<file path="config.mk">
export PLATFORM = sky130hd
export DESIGN_NAME = mem_line_master_flat
export DESIGN_NICKNAME = d
export VERILOG_FILES = /design/src/rtl/mem_line_master_if.sv /design/src/rtl/mem_line_master.sv /design/src/flat_wrapper.sv
export SDC_FILE = /design/constraint.sdc
export NUM_CORES = 1
export LEC_CHECK = 0
export CORE_AREA = 4 4 239 241
export DETAILED_ROUTE_END_ITERATION = 10
export DIE_AREA = 0 0 243 245
export MAX_ROUTING_LAYER = met4
export PLACE_DENSITY_LB_ADDON = 0.3
export SLEW_MARGIN = 25
export SYNTH_ARGS = -nofsm -noshare
export SYNTH_HDL_FRONTEND = slang
export SYNTH_SLANG_ARGS = --single-unit
</file>
<file path="constraint.sdc">
create_clock -name clk_i -period 11.8 [get_ports clk_i]
set_input_delay 1.18 -clock clk_i [delete_from_list [all_inputs] [get_ports clk_i]]
set_output_delay 1.18 -clock clk_i [all_outputs]
set_load 0.005 [all_outputs]
</file>
<file path="src/rtl/mem_line_master_if.sv">
// Bundle of the command, response and line-memory buses of mem_line_master.
// Latency: none (wires only).
// Backpressure: cmd_valid/cmd_ready on commands; responses and memory data are unthrottled.
//
// Modports:
//   master : the mem_line_master view (drives cmd_ready, rsp_*, req/we/addr/wdata/wstrb)
//   slave  : the environment view (cache controller + line memory)
interface mem_line_master_if #(
    parameter int MAX_BEATS = 4,
    parameter int LEN_W     = $clog2(MAX_BEATS)
);
    // command from the cache controller
    logic             cmd_valid;
    logic             cmd_ready;
    logic             cmd_we;
    logic [31:0]      cmd_addr;
    logic [LEN_W-1:0] cmd_len;
    logic [127:0]     cmd_wdata;
    logic [15:0]      cmd_wstrb;
    // per-beat response
    logic             rsp_valid;
    logic [127:0]     rsp_rdata;
    logic             rsp_last;
    logic             rsp_err;
    // line memory port
    logic             req;
    logic             we;
    logic [31:0]      addr;
    logic [127:0]     wdata;
    logic [15:0]      wstrb;
    logic             gnt;
    logic             rvalid;
    logic [127:0]     rdata;

    modport master (
        input  cmd_valid, cmd_we, cmd_addr, cmd_len, cmd_wdata, cmd_wstrb,
        input  gnt, rvalid, rdata,
        output cmd_ready,
        output rsp_valid, rsp_rdata, rsp_last, rsp_err,
        output req, we, addr, wdata, wstrb
    );

    modport slave (
        output cmd_valid, cmd_we, cmd_addr, cmd_len, cmd_wdata, cmd_wstrb,
        output gnt, rvalid, rdata,
        input  cmd_ready,
        input  rsp_valid, rsp_rdata, rsp_last, rsp_err,
        input  req, we, addr, wdata, wstrb
    );
endinterface

</file>
<file path="src/rtl/mem_line_master.sv">
// Initiator for the 128-bit line memory: single-line writes and 1..MAX_BEATS-line read bursts.
// Latency: write 4 cycles cmd-to-cmd, read 3 cycles per beat; responses registered (1 cycle after gnt/rvalid).
// Backpressure: cmd_ready only in IDLE; responses cannot be stalled; gnt/rvalid waits bounded by TIMEOUT_CYC.
//
// Ports:
//   clk_i  : clock
//   rst_ni : asynchronous reset, active-high (aborts any transaction without a response)
//   bus    : mem_line_master_if.master (command, response and memory buses)
module mem_line_master #(
    parameter int MAX_BEATS   = 4,
    parameter int LEN_W       = $clog2(MAX_BEATS),
    parameter int TIMEOUT_CYC = 16
) (
    input  logic              clk_i,
    input  logic              rst_ni,
    mem_line_master_if.master bus
);
    localparam logic [1:0] S_IDLE  = 2'd0;
    localparam logic [1:0] S_REQ   = 2'd1;
    localparam logic [1:0] S_RDATA = 2'd2;
    localparam logic [1:0] S_GAP   = 2'd3;

    // counter only has to reach TIMEOUT_CYC-1; the timeout fires instead of the next increment
    localparam int TCNT_W = $clog2(TIMEOUT_CYC);

    logic [1:0]        r_state;
    logic              r_we;
    logic [27:0]       r_line;      // current line index, wraps at 28 bits
    logic [LEN_W-1:0]  r_len;
    logic [LEN_W-1:0]  r_beat;
    logic [127:0]      r_wdata;
    logic [15:0]       r_wstrb;
    logic [TCNT_W-1:0] r_tcnt;      // cycles spent in current REQ/RDATA visit
    logic              r_rsp_valid;
    logic              r_rsp_last;
    logic              r_rsp_err;
    logic [127:0]      r_rsp_rdata;

    logic w_gnt_q;
    logic w_timeout;
    logic w_last_beat;
    logic w_unused;

    // Grant is registered by the memory, so a gnt seen in the first REQ cycle
    // belongs to the previous request and must not complete this one.
    assign w_gnt_q     = bus.gnt && (r_tcnt != '0);
    assign w_timeout   = (r_tcnt == TCNT_W'(TIMEOUT_CYC - 1));
    assign w_last_beat = (r_beat == r_len);
    assign w_unused    = &{1'b0, bus.cmd_addr[3:0]};

    always_ff @(posedge clk_i or posedge rst_ni) begin
        if (rst_ni) begin
            r_state     <= S_IDLE;
            r_we        <= 1'b0;
            r_line      <= '0;
            r_len       <= '0;
            r_beat      <= '0;
            r_wdata     <= '0;
            r_wstrb     <= '0;
            r_tcnt      <= '0;
            r_rsp_valid <= 1'b0;
            r_rsp_last  <= 1'b0;
            r_rsp_err   <= 1'b0;
            r_rsp_rdata <= '0;
        end else begin
            // responses are single-cycle pulses with zero data unless a beat completes
            r_rsp_valid <= 1'b0;
            r_rsp_last  <= 1'b0;
            r_rsp_err   <= 1'b0;
            r_rsp_rdata <= '0;
            case (r_state)
                S_IDLE: begin
                    r_tcnt <= '0;
                    if (bus.cmd_valid) begin
                        r_we    <= bus.cmd_we;
                        r_line  <= bus.cmd_addr[31:4];
                        r_len   <= bus.cmd_len;
                        r_wdata <= bus.cmd_wdata;
                        r_wstrb <= bus.cmd_wstrb;
                        r_beat  <= '0;
                        r_state <= S_REQ;
                    end
                end
                S_REQ: begin
                    if (w_gnt_q) begin
                        r_tcnt <= '0;
                        if (r_we) begin
                            r_rsp_valid <= 1'b1;
                            r_rsp_last  <= 1'b1;
                            r_state     <= S_GAP;
                        end else begin
                            r_state <= S_RDATA;
                        end
                    end else if (w_timeout) begin
                        r_tcnt      <= '0;
                        r_rsp_valid <= 1'b1;
                        r_rsp_last  <= 1'b1;
                        r_rsp_err   <= 1'b1;
                        r_state     <= S_GAP;
                    end else begin
                        r_tcnt <= r_tcnt + TCNT_W'(1);
                    end
                end
                S_RDATA: begin
                    if (bus.rvalid) begin
                        r_tcnt      <= '0;
                        r_rsp_valid <= 1'b1;
                        r_rsp_rdata <= bus.rdata;
                        r_rsp_last  <= w_last_beat;
                        if (w_last_beat) begin
                            // RDATA already kept req low for a cycle, no GAP needed
                            r_state <= S_IDLE;
                        end else begin
                            r_beat  <= r_beat + LEN_W'(1);
                            r_line  <= r_line + 28'd1;
                            r_state <= S_REQ;
                        end
                    end else if (w_timeout) begin
                        r_tcnt      <= '0;
                        r_rsp_valid <= 1'b1;
                        r_rsp_last  <= 1'b1;
                        r_rsp_err   <= 1'b1;
                        r_state     <= S_GAP;
                    end else begin
                        r_tcnt <= r_tcnt + TCNT_W'(1);
                    end
                end
                S_GAP: begin
                    // one req-low cycle so the memory's stale grant drains
                    r_tcnt  <= '0;
                    r_state <= S_IDLE;
                end
                default: begin
                    r_tcnt  <= '0;
                    r_state <= S_IDLE;
                end
            endcase
        end
    end

    assign bus.cmd_ready = (r_state == S_IDLE) && !rst_ni;
    assign bus.req       = (r_state == S_REQ);
    assign bus.we        = r_we;
    assign bus.addr      = {r_line, 4'b0000};
    assign bus.wdata     = r_wdata;
    assign bus.wstrb     = r_wstrb;
    assign bus.rsp_valid = r_rsp_valid;
    assign bus.rsp_rdata = r_rsp_rdata;
    assign bus.rsp_last  = r_rsp_last;
    assign bus.rsp_err   = r_rsp_err;

endmodule

</file>
<file path="src/flat_wrapper.sv">
// flat-port wrapper written by rule: the top's interface ports become plain ports
module mem_line_master_flat 
#(
    parameter int MAX_BEATS   = 4,
    parameter int LEN_W       = $clog2(MAX_BEATS),
    parameter int TIMEOUT_CYC = 16
)
  (clk_i, rst_ni, bus_cmd_valid, bus_cmd_we, bus_cmd_addr, bus_cmd_len, bus_cmd_wdata, bus_cmd_wstrb, bus_gnt, bus_rvalid, bus_rdata, bus_cmd_ready, bus_rsp_valid, bus_rsp_rdata, bus_rsp_last, bus_rsp_err, bus_req, bus_we, bus_addr, bus_wdata, bus_wstrb);
  mem_line_master_if #(.MAX_BEATS(MAX_BEATS), .LEN_W(LEN_W)) bus_i ();
  input  logic clk_i;
  input  logic rst_ni;
  input wire logic [$bits(bus_i.cmd_valid)-1:0] bus_cmd_valid;
  input wire logic [$bits(bus_i.cmd_we)-1:0] bus_cmd_we;
  input wire logic [$bits(bus_i.cmd_addr)-1:0] bus_cmd_addr;
  input wire logic [$bits(bus_i.cmd_len)-1:0] bus_cmd_len;
  input wire logic [$bits(bus_i.cmd_wdata)-1:0] bus_cmd_wdata;
  input wire logic [$bits(bus_i.cmd_wstrb)-1:0] bus_cmd_wstrb;
  input wire logic [$bits(bus_i.gnt)-1:0] bus_gnt;
  input wire logic [$bits(bus_i.rvalid)-1:0] bus_rvalid;
  input wire logic [$bits(bus_i.rdata)-1:0] bus_rdata;
  output wire logic [$bits(bus_i.cmd_ready)-1:0] bus_cmd_ready;
  output wire logic [$bits(bus_i.rsp_valid)-1:0] bus_rsp_valid;
  output wire logic [$bits(bus_i.rsp_rdata)-1:0] bus_rsp_rdata;
  output wire logic [$bits(bus_i.rsp_last)-1:0] bus_rsp_last;
  output wire logic [$bits(bus_i.rsp_err)-1:0] bus_rsp_err;
  output wire logic [$bits(bus_i.req)-1:0] bus_req;
  output wire logic [$bits(bus_i.we)-1:0] bus_we;
  output wire logic [$bits(bus_i.addr)-1:0] bus_addr;
  output wire logic [$bits(bus_i.wdata)-1:0] bus_wdata;
  output wire logic [$bits(bus_i.wstrb)-1:0] bus_wstrb;
  assign bus_i.cmd_valid = bus_cmd_valid;
  assign bus_i.cmd_we = bus_cmd_we;
  assign bus_i.cmd_addr = bus_cmd_addr;
  assign bus_i.cmd_len = bus_cmd_len;
  assign bus_i.cmd_wdata = bus_cmd_wdata;
  assign bus_i.cmd_wstrb = bus_cmd_wstrb;
  assign bus_i.gnt = bus_gnt;
  assign bus_i.rvalid = bus_rvalid;
  assign bus_i.rdata = bus_rdata;
  assign bus_cmd_ready = bus_i.cmd_ready;
  assign bus_rsp_valid = bus_i.rsp_valid;
  assign bus_rsp_rdata = bus_i.rsp_rdata;
  assign bus_rsp_last = bus_i.rsp_last;
  assign bus_rsp_err = bus_i.rsp_err;
  assign bus_req = bus_i.req;
  assign bus_we = bus_i.we;
  assign bus_addr = bus_i.addr;
  assign bus_wdata = bus_i.wdata;
  assign bus_wstrb = bus_i.wstrb;
  mem_line_master #(.MAX_BEATS(MAX_BEATS), .LEN_W(LEN_W), .TIMEOUT_CYC(TIMEOUT_CYC)) u_core (.clk_i(clk_i), .rst_ni(rst_ni), .bus(bus_i));
endmodule
</file>
==> impl_results.md, run 1 <==
- Worst Max-Slew Pin Slew: 0.937 ns
- First-pass GRT wire length: 67100 um
- Gr usage total: 15.1%
- Starting Density: 22.1%
- Drt via density: 4.34
- Setup ws final: 8.27 ns
- Hold Fails Final Rpt: 0
- TritonCTS clock tree: done
- Tcrit/Tclk final: 29.9%
- CTS resizes: 0
- Number of antenna violations at the first check in global routing: 6
- Area Overhead vs Synth: 66.9%
- # IOs: 622
- Setup bufs post-CTS: 0
- Nets: 1828
- Worst Path Class, Setup: in2out
- Status: finished clean
- Total grt overflow: 0
- DIE HEIGHT: 245 um
- Count of cell types in the netlist: 50
- Setup tns final: 0 ns
- CP startpoint: rst_ni
- Share of the synthesized area in the top cell type: 64.8%
- Proportion of layout cells with a drive suffix above 1: 14.9%
- DP Worst Slack: 7.44 ns
- CP arrival: 2.35 ns
- Site Rows: 86
- Pint: 3.15 mW
- Net Sw Frac: 29.8%
- Clock group share of total power: 26.2%
- Crit path capture: bus_cmd_ready
- Yosys reg bits: 314
- Total of max-cap violations: 0
- RePlAce Congestion: 0.836
- Cell depth of the worst flop-to-flop path: 6
- HP Class: reg2reg
- Sequential power share: 36.5%
- Most common cell on crit path: clkdlybuf4s50_1
- Power Dens Cells: 222 mW/mm^2
- Worst path required time: 10.62 ns
- Yosys top cell by area: dfrtp_1
- Tmin final: 3.53 ns
- Die area: 0.0595 mm^2
- Setup Skew: 0.0116 ns
- Final ANT Viol Nets: 0
- Footprint of the multi-input gates: 0.00396 mm^2
- TritonCTS Buffers: 39
- Syn avg cell area: 13.3 um^2
- # hold bufs at CTS: 0
- Routed vias: 9730
- RSZ-0062 raised after global routing: no
- Crit-path cells: clkdlybuf4s50_1 -> nor2b_1 -> clkdlybuf4s50_1
- Largest net degree at the start of global routing: 130
- Initial DRC Count: 362
- Reg area: 0.00786 mm^2
- VDD IR max: 106 uV
- Core footprint: 0.0549 mm^2
- # H-tree levels: 2
- Slowest Stage Delay on Critical Path: 0.52 ns
- CTS root buffer: clkbuf_16
- Port buffer count: 613
- R2R setup slack: 8.71 ns
- Hpwl dp: 33600 um
- Drt drc: 0
- Worst R2R End: u_core.bus.wdata[108]
- Relative slew slack: 37.6%
- Clock buffer depth: 3
- Worst r2r src: u_core.r_state[0]
- Clock Sinks: 314
- Setup crit start kind: input port
- Total Wirelength: 45500 um
- DR WL/cell: 20.3 um
- F_max: 0.283 GHz
- Crit end category: primary output
- Synth top area cells: dfrtp_1, mux2_2, and3_1
- Synth Warn #: 0
- Clock Latency Late Sink: 0.54 ns
- Vias in the first global route: 10400
- Pins Over Slew Limit: 0
- Instance count of the mapped netlist: 910
- Combinational Power Share: 37.3%
- Fill cells: 5342
- Synth Cell Area: 0.0121 mm^2
- Leak Pwr: 8.83 nW
- Slowest-stage cell, CP: clkdlybuf4s50_1
- CP max FO: 2
- CTS clk-pin slew, worst paths: 0.05 ns
- Sw power: 1.34 mW
- Drt first pass iters: 5
- Final setup viols: 0
- Die Wd: 243 um
- Sequential fraction of the synthesis area: 64.8%
==> state kept, by name (all words and copies together), names as in the netlist <==
signal / flops
u_core.bus.wstrb: 16
u_core.bus.rsp_err: 1
u_core.r_beat: 2
u_core.bus.rsp_rdata: 128
u_core.r_tcnt: 4
u_core.bus.we: 1
u_core.bus.rsp_last: 1
u_core.bus.rsp_valid: 1
u_core.r_state: 2
u_core.r_line: 28
u_core.r_len: 2
u_core.bus.wdata: 128
==> kinds of logic after synthesis <==
family	Yosys count	share of synthesized area (%)
flops	314	64.8
fa+ha+maj	6	0.619
simple gates	242	11.7
mux	152	14.1
buf+inv	77	2.78
other cells	1	0.0309
xor+xnor	5	0.361
compound gates	113	5.64
==> layout by cell type, fill, tap and decap left out, types with 8 or more instances in the layout <==
cell type and count:
clkdlybuf4s50_1 612, dfrtp_1 314, mux2_2 149, and3_1 130, a21oi_1 44, clkbuf_16 40, nand2_1 32, o21ai_0 29
nand3_1 24, nor2_1 13, inv_1 10, clkbuf_1 10, o22ai_1 8, nor3_1 8
==> critical path: cells and delay by family <==
| family | cells | cell delay (ns) |
|---|---|---|
| AND/OR/NAND/NOR | 1 | 0.15 |
| buffers and inverters | 2 | 1.03 |
==> Yosys cell counts, drive strengths merged <==
cell type,n
a21boi,2
a21o,1
a21oi,47
a2bb2oi,6
a311o,2
a311oi,2
a31oi,2
and3,131
and4,3
buf,24
clkbuf,42
conb,1
dfrtp,314
ha,6
inv,11
mux2,149
mux2i,3
nand2,33
nand2b,4
nand3,24
nand4,9
nor2,13
nor2b,6
nor3,8
nor3b,3
nor4,5
o21ai,30
o21bai,1
o22a,1
o22ai,8
o2bb2ai,1
o31a,2
o31ai,5
o32a,1
o32ai,2
or2,1
or4,2
xnor2,3
xor2,2
==> layout make-up <==
cell class	instances	area share, %
tap	704	4.35
clock buffer	55	5.47
inverter	11	0.241
multi-input combinational	522	19.6
clock inverter	9	0.668
timing repair buffer	622	30.8
sequential	314	38.8
antenna	6	0.0742
==> power groups by stage <==
| stage | registers, mW | clock network [mW] | logic, mW |
|---|---|---|---|
| floorplan | 1.65 | 0 | 0.672 |
| global placement | 1.64 | 0 | 1.68 |
| detailed placement | 1.66 | 0 | 1.70 |
| CTS | 1.64 | 1.23 | 1.70 |
| global route | 1.69 | 1.27 | 1.80 |
| finish | 1.64 | 1.18 | 1.67 |
==> metal layers <==
metal | track usage (%) | wire, um | vias up
li1 | - | - | 4436
met1 | 16.7 | 17600 | 4799
met2 | 25.1 | 22400 | 403
met4 | 5.19 | 1580 | 0
met5 | - | 0 | -
met3 | 5.62 | 3890 | 92
==> per-stage QoR <==
step | hold WS (ns) | utilization, % | total power, mW | std cells | area (um^2)
detailed placement | 0.491 | 34.5 | 3.35 | 2172 | 18900
global placement | 0.488 | 34.5 | 3.32 | 2172 | 18900
CTS | 0.504 | 36.8 | 4.57 | 2236 | 20200
floorplan | 0.467 | - | 2.32 | 913 | 12100
finish | 0.501 | 36.9 | 4.49 | 2243 | 20200
global route | 0.507 | 36.9 | 4.76 | 2243 | 20200
==> worst min path at each step <==
stage,end,startpoint,depth (start not counted)
6_report,u_core.r_tcnt[0],u_core.r_tcnt[0],1
5_1_grt,u_core.bus.wdata[17],u_core.bus.wdata[17],1
4_1_cts,u_core.r_tcnt[0],u_core.r_tcnt[0],1
3_5_place_dp,u_core.bus.wdata[60],u_core.bus.wdata[60],1
3_3_place_gp,u_core.r_tcnt[0],u_core.r_tcnt[0],1
2_1_floorplan,u_core.r_tcnt[0],u_core.r_tcnt[0],1
No activity file was read; power rests on OpenSTA's default activity.
==> run 2, diff against run 1 <==
==> constraint.sdc (replaced) <==
create_clock -name clk_i -period 3.3 [get_ports clk_i]
set_input_delay 0.33 -clock clk_i [delete_from_list [all_inputs] [get_ports clk_i]]
set_output_delay 0.33 -clock clk_i [all_outputs]
set_load 0.005 [all_outputs]
==> run 2 against run 1 <==
  * Utilization grew 0.42 points
  * Critical endpoint is now u_core.r_line[18]
  * Register-to-register slack lost 7.9 ns
  * Final area grew 1.1%
  * Sequential share of layout area shrank 0.44 points
  * Combinational power grew to 3.6 times the previous value
  * Largest cell class unchanged
  * Flip-flop and latch count is the same
==> impl_results.md, run 2 (synthesis gave the netlist of run 1 again) <==
- Placed inst area: 0.0191 mm^2
- Final setup viols: 0
- Status: finished clean
- Slowest-stage cell, CP: ha_4
- Fill cells: 5264
- First-pass GRT wire length: 66500 um
- Total Wirelength: 45100 um
- Setup bufs post-CTS: 0
- R2R setup slack: 0.85 ns
- Worst path required time: 3.76 ns
- DIE HEIGHT: 245 um
- Total grt overflow: 0
- Worst Path Class, Setup: reg2reg
- Leak Pwr: 8.93 nW
- Largest net degree at the start of global routing: 157
- CTS clk-pin slew, worst paths: 0.06 ns
- Die Wd: 243 um
- CP top delay family: simple AND/OR/NAND/NOR gates
- Clock buffer depth: 3
- Die area: 0.0595 mm^2
- # hold bufs at CTS: 0
- RePlAce Congestion: 0.821
- Starting Density: 22.1%
- Nets: 1836
- DR WL/cell: 20.0 um
- Site Rows: 86
- Setup Skew: 0.0133 ns
- Routed vias: 9665
- Relative slew slack: 52.0%
- Most common cell after layout, fill and taps aside: clkdlybuf4s50_1
- Tcrit/Tclk final: 74.2%
- Total of max-cap violations: 0
- Gr usage total: 14.9%
- Port buffer count: 613
- Vias in the first global route: 10200
- Drt via density: 4.29
- Worst r2r src: u_core.r_state[0]
- Proportion of layout cells with a drive suffix above 1: 15.7%
- Drt drc: 0
- # H-tree levels: 2
- HP Class: in2async
- Final ANT Viol Nets: 0
- CP startpoint: u_core.r_state[0]
- Cell area after layout: 0.0205 mm^2
- Most frequent cells in the layout: clkdlybuf4s50_1, dfrtp_1, mux2_2
- RSZ-0062 raised after global routing: no
- Non-Filler Instances: 2251
- Worst R2R End: u_core.r_line[18]
- CP arrival: 2.91 ns
- Tmin final: 2.45 ns
- Crit-path cells: inv_1 -> ha_4 -> buf_12 -> nand3_1 -> nor4_1 -> a21oi_1 -> o21ai_0
- VDD IR max: 351 uV
- Hold Fails Final Rpt: 0
- Core footprint: 0.0549 mm^2
- Number of antenna violations at the first check in global routing: 4
- CTS resizes: 0
- F_max: 0.408 GHz
- Pins Over Slew Limit: 0
- WP buf/inv: 2
- Crit end category: flop
- TritonCTS Buffers: 39
- Clock Latency Late Sink: 0.53 ns
- Worst path depth: 7
- Worst Max-Slew Pin Slew: 0.720 ns
- Clock Sinks: 314
- Hpwl dp: 33700 um
- Cell depth of the worst flop-to-flop path: 7
- Crit path capture: u_core.r_line[18]
- Power Dens Cells: 802 mW/mm^2
- TritonCTS clock tree: done
- Placed Instances: 2181
- Initial DRC Count: 349
- CTS root buffer: clkbuf_16
- # IOs: 622
- CP max FO: 156
- Setup crit start kind: flop
- Slowest Stage Delay on Critical Path: 0.43 ns
- Drt first pass iters: 4
- Area Overhead vs Synth: 68.8%
[run 2: cell count changes in the layout (fill, tap and decap cells not counted), moves of 2 or more]
cell,before,now
bufinv_16,3,5
clkinvlp_4,0,2
buf_6,3,0
buf_12,0,9
clkbuf_8,5,8
diode_2,6,3
clkbuf_1,10,7
buf_4,6,9
[run 2: cell type report]
type | count | area (um^2) | share of cell area, %
Tap cell | 704 | 881 | 4.30
Multi-Input combinational cell | 522 | 3960 | 19.3
Clock buffer | 55 | 1140 | 5.56
Clock inverter | 12 | 206 | 1.01
Sequential cell | 314 | 7860 | 38.4
Antenna cell | 3 | 7.51 | 0.0367
Timing Repair Buffer | 630 | 6370 | 31.1
Inverter | 11 | 45.0 | 0.220
[run 2: how the worst min path moves through the flow]
stage                          start               endpoint  slack [ns]  cells after the start
2_1_floorplan       u_core.r_tcnt[0]       u_core.r_tcnt[0]        0.47                      1
3_3_place_gp        u_core.r_tcnt[0]       u_core.r_tcnt[0]        0.48                      1
3_5_place_dp   u_core.bus.wdata[116]  u_core.bus.wdata[116]        0.49                      1
4_1_cts                       rst_ni       u_core.r_line[5]        0.12                      2
5_1_grt                       rst_ni       u_core.r_line[5]        0.14                      2
6_report                      rst_ni       u_core.r_line[5]        0.14                      2
[run 2: stage by stage]
step | TNS (ns) | total power [mW] | hold WS [ns] | setup slack, ns | util (%)
final | 0 | 16.4 | 0.142 | 0.851 | 37.3
after global routing | 0 | 17.3 | 0.139 | 0.609 | 37.3
after CTS | 0 | 16.7 | 0.122 | 0.784 | 37.3
after detailed placement | 0 | 12.1 | 0.491 | 0.797 | 34.8
after global placement | 0 | 12.0 | 0.484 | 0.846 | 34.8
after floorplan | -380.84 | 8.31 | 0.467 | -1.21 | -
[run 2: power breakdown]
part	internal [mW]	switching (mW)	leakage [nW]
Combinational	3.71	2.36	4.30
Sequential	5.06	0.798	3.98
Clock	2.79	1.69	0.657
[run 2: metal layers]
| metal | vias up | GRT usage [%] | wire length, um |
|---|---|---|---|
| met5 | - | - | 0 |
| met4 | 0 | 4.55 | 1250 |
| met3 | 61 | 5.07 | 3670 |
| met2 | 408 | 24.7 | 22100 |
| met1 | 4753 | 17.1 | 18000 |
| li1 | 4443 | - | - |
==> run 3, diff against run 2 <==
==> constraint.sdc (replaced) <==
create_clock -name clk_i -period 2.5 [get_ports clk_i]
set_input_delay 0.25 -clock clk_i [delete_from_list [all_inputs] [get_ports clk_i]]
set_output_delay 0.25 -clock clk_i [all_outputs]
set_load 0.005 [all_outputs]
==> run 3 against run 2 <==
  * Final cell count up 0.89%
  * Clock power up 26%
  * Via count up 1.5%
  * Critical endpoint is now bus_cmd_ready
  * Die area unchanged
  * Non-clock buffer count up 15
  * First-iteration DRC count up 6.3%
  * Clock-buffer cell count down 3
  * Total power up 31%
  * Utilization up 0.16 points
  * Routed wire length up 0.34%
==> impl_results.md, run 3 (synthesis gave the netlist of run 1 again) <==
- Gr usage total: 15.1%
- CP arrival: 2.13 ns
- Hpwl dp: 34400 um
- DIE HEIGHT: 245 um
- Drt first pass iters: 4
- Pint: 15.1 mW
- Setup tns final: 0 ns
- Total grt overflow: 0
- CP startpoint: u_core.r_state[0]
- Sw power: 6.41 mW
- Worst r2r src: u_core.r_state[0]
- Initial DRC Count: 371
- Crit-path cells: inv_1 -> ha_1 -> buf_6 -> nor2b_2 -> clkdlybuf4s50_1
- Leak Pwr: 9.00 nW
- Final hold slack: 0.278 ns
- Clock buffer depth: 3
- Hold Fails Final Rpt: 0
- Net Sw Frac: 29.8%
- Total power: 21.5 mW
- Worst Path Class, Setup: reg2out
- Pins Over Slew Limit: 0
- HP Class: in2reg
- Relative slew slack: 57.4%
- Slowest Stage Delay on Critical Path: 0.52 ns
- Status: finished clean
- Proportion of layout cells with a drive suffix above 1: 16.7%
- DR WL/cell: 19.9 um
- Crit end category: primary output
- Final ANT Viol Nets: 0
- TritonCTS Buffers: 39
- # hold bufs at CTS: 0
- RSZ-0062 raised after global routing: no
- Drt via density: 4.32
- Combinational Power Share: 37.9%
- WHS Path Cells: 3
- Core footprint: 0.0549 mm^2
- Vias in the first global route: 10400
- Setup Skew: 0.0123 ns
- Routed vias: 9811
- Power Dens Cells: 1050 mW/mm^2
- Number of antenna violations at the first check in global routing: 4
- Nets: 1851
- Crit path capture: bus_cmd_ready
- Setup bufs post-CTS: 0
- # IOs: 622
- TritonCTS clock tree: done
- Worst R2R End: u_core.r_line[26]
- Largest net degree at the start of global routing: 120
- # H-tree levels: 2
- Drt drc: 0
- Setup crit start kind: flop
- RePlAce Congestion: 0.844
- Cell depth of the worst flop-to-flop path: 8
- Slowest-stage cell, CP: clkdlybuf4s50_1
- Starting Density: 22.1%
- Final setup viols: 0
- Total Wirelength: 45200 um
- Tmin final: 2.38 ns
- CP max FO: 12
- Clock group share of total power: 26.2%
- Clock Latency Late Sink: 0.54 ns
- CTS root buffer: clkbuf_16
- Most frequent cells in the layout: clkdlybuf4s50_1, dfrtp_1, mux2_2
- Port buffer count: 613
- Worst Max-Slew Pin Slew: 0.638 ns
- R2R setup slack: 0.40 ns
- Site Rows: 86
- Total of max-cap violations: 0
- VDD IR max: 506 uV
- Clock Sinks: 314
- Worst path required time: 2.25 ns
- CTS clk-pin slew, worst paths: 0.06 ns
- F_max: 0.420 GHz
- First-pass GRT wire length: 67700 um
- Area Overhead vs Synth: 69.6%
- Die Wd: 243 um
- Sequential power share: 35.9%
- Most common cell after layout, fill and taps aside: clkdlybuf4s50_1
- Tcrit/Tclk final: 95.2%
- Die area: 0.0595 mm^2
==> run 3: changes by cell type in the layout (fill, tap and decap cells not counted) <==
cell / previous run / this run
nor2b_1: 6 / 5
clkinv_2: 3 / 10
clkbuf_8: 8 / 5
diode_2: 3 / 5
buf_12: 9 / 11
buf_6: 0 / 1
buf_4: 9 / 21
nor2b_2: 0 / 1
bufinv_16: 5 / 3
clkinvlp_4: 2 / 3
==> run 3: power by group through the flow <==
stage,clock (mW),sequential [mW],combinational (mW)
floorplan,0,7.79,3.17
global placement,0,7.73,8.21
detailed placement,0,7.78,8.29
CTS,5.88,7.71,8.32
global route,6.06,7.95,8.76
finish,5.65,7.72,8.15
==> run 3: worst max-delay path, delay by kind of cell, from the launching register on <==
| family | cells | cell delay, ns |
|---|---|---|
| buf+inv | 3 | 0.81 |
| fa+ha+maj | 1 | 0.20 |
| simple gates | 1 | 0.17 |
| flops | 1 | 0.41 |
==> run 3: routing by layer <==
layer  part of all wire (%)  vias up  global-route usage (%)
met2                     49      410                    25.4
li1                       -     4490                       -
met4                    2.6        0                    4.24
met5                      0        -                       -
met1                     40     4842                    17.3
met3                    8.4       69                    5.21
==> run 3: cell type report <==
cell class,instances,area [um^2]
Timing Repair Buffer,645,6520
Multi-Input combinational cell,522,3960
Clock inverter,18,189
Sequential cell,314,7860
Fill cell,5292,34300
Antenna cell,5,12.5
Clock buffer,52,1100
Tap cell,704,881
Inverter,11,45.0
==> run 3: worst min-delay path by stage <==
stage	start	endpoint	slack, ns
after floorplan	bus_cmd_wdata[0]	u_core.bus.wdata[0]	0.40
after global routing	bus_rvalid	u_core.bus.rsp_rdata[13]	0.25
final	bus_rvalid	u_core.bus.rsp_rdata[16]	0.28
after CTS	bus_rvalid	u_core.bus.rsp_rdata[16]	0.24
after global placement	u_core.r_tcnt[0]	u_core.r_tcnt[0]	0.48
after detailed placement	u_core.bus.wdata[76]	u_core.bus.wdata[76]	0.49
==> run 3: repair_timing <==
item,in CTS,in global routing
pin swaps,0,0
setup endpoints to repair,1,1
resized for setup,1,1
==> run 3: per-stage QoR <==
| stage | std cells | worst slack (ns) | utilization, % | instance area [um^2] |
|---|---|---|---|---|
| detailed placement | 2196 | 0.416 | 35.1 | 19300 |
| finish | 2271 | 0.121 | 37.5 | 20600 |
| CTS | 2266 | 0.0196 | 37.4 | 20500 |
| global placement | 2196 | 0.435 | 35.1 | 19300 |
| global route | 2270 | 0.0106 | 37.5 | 20600 |
| floorplan | 913 | -1.93 | - | 12100 |
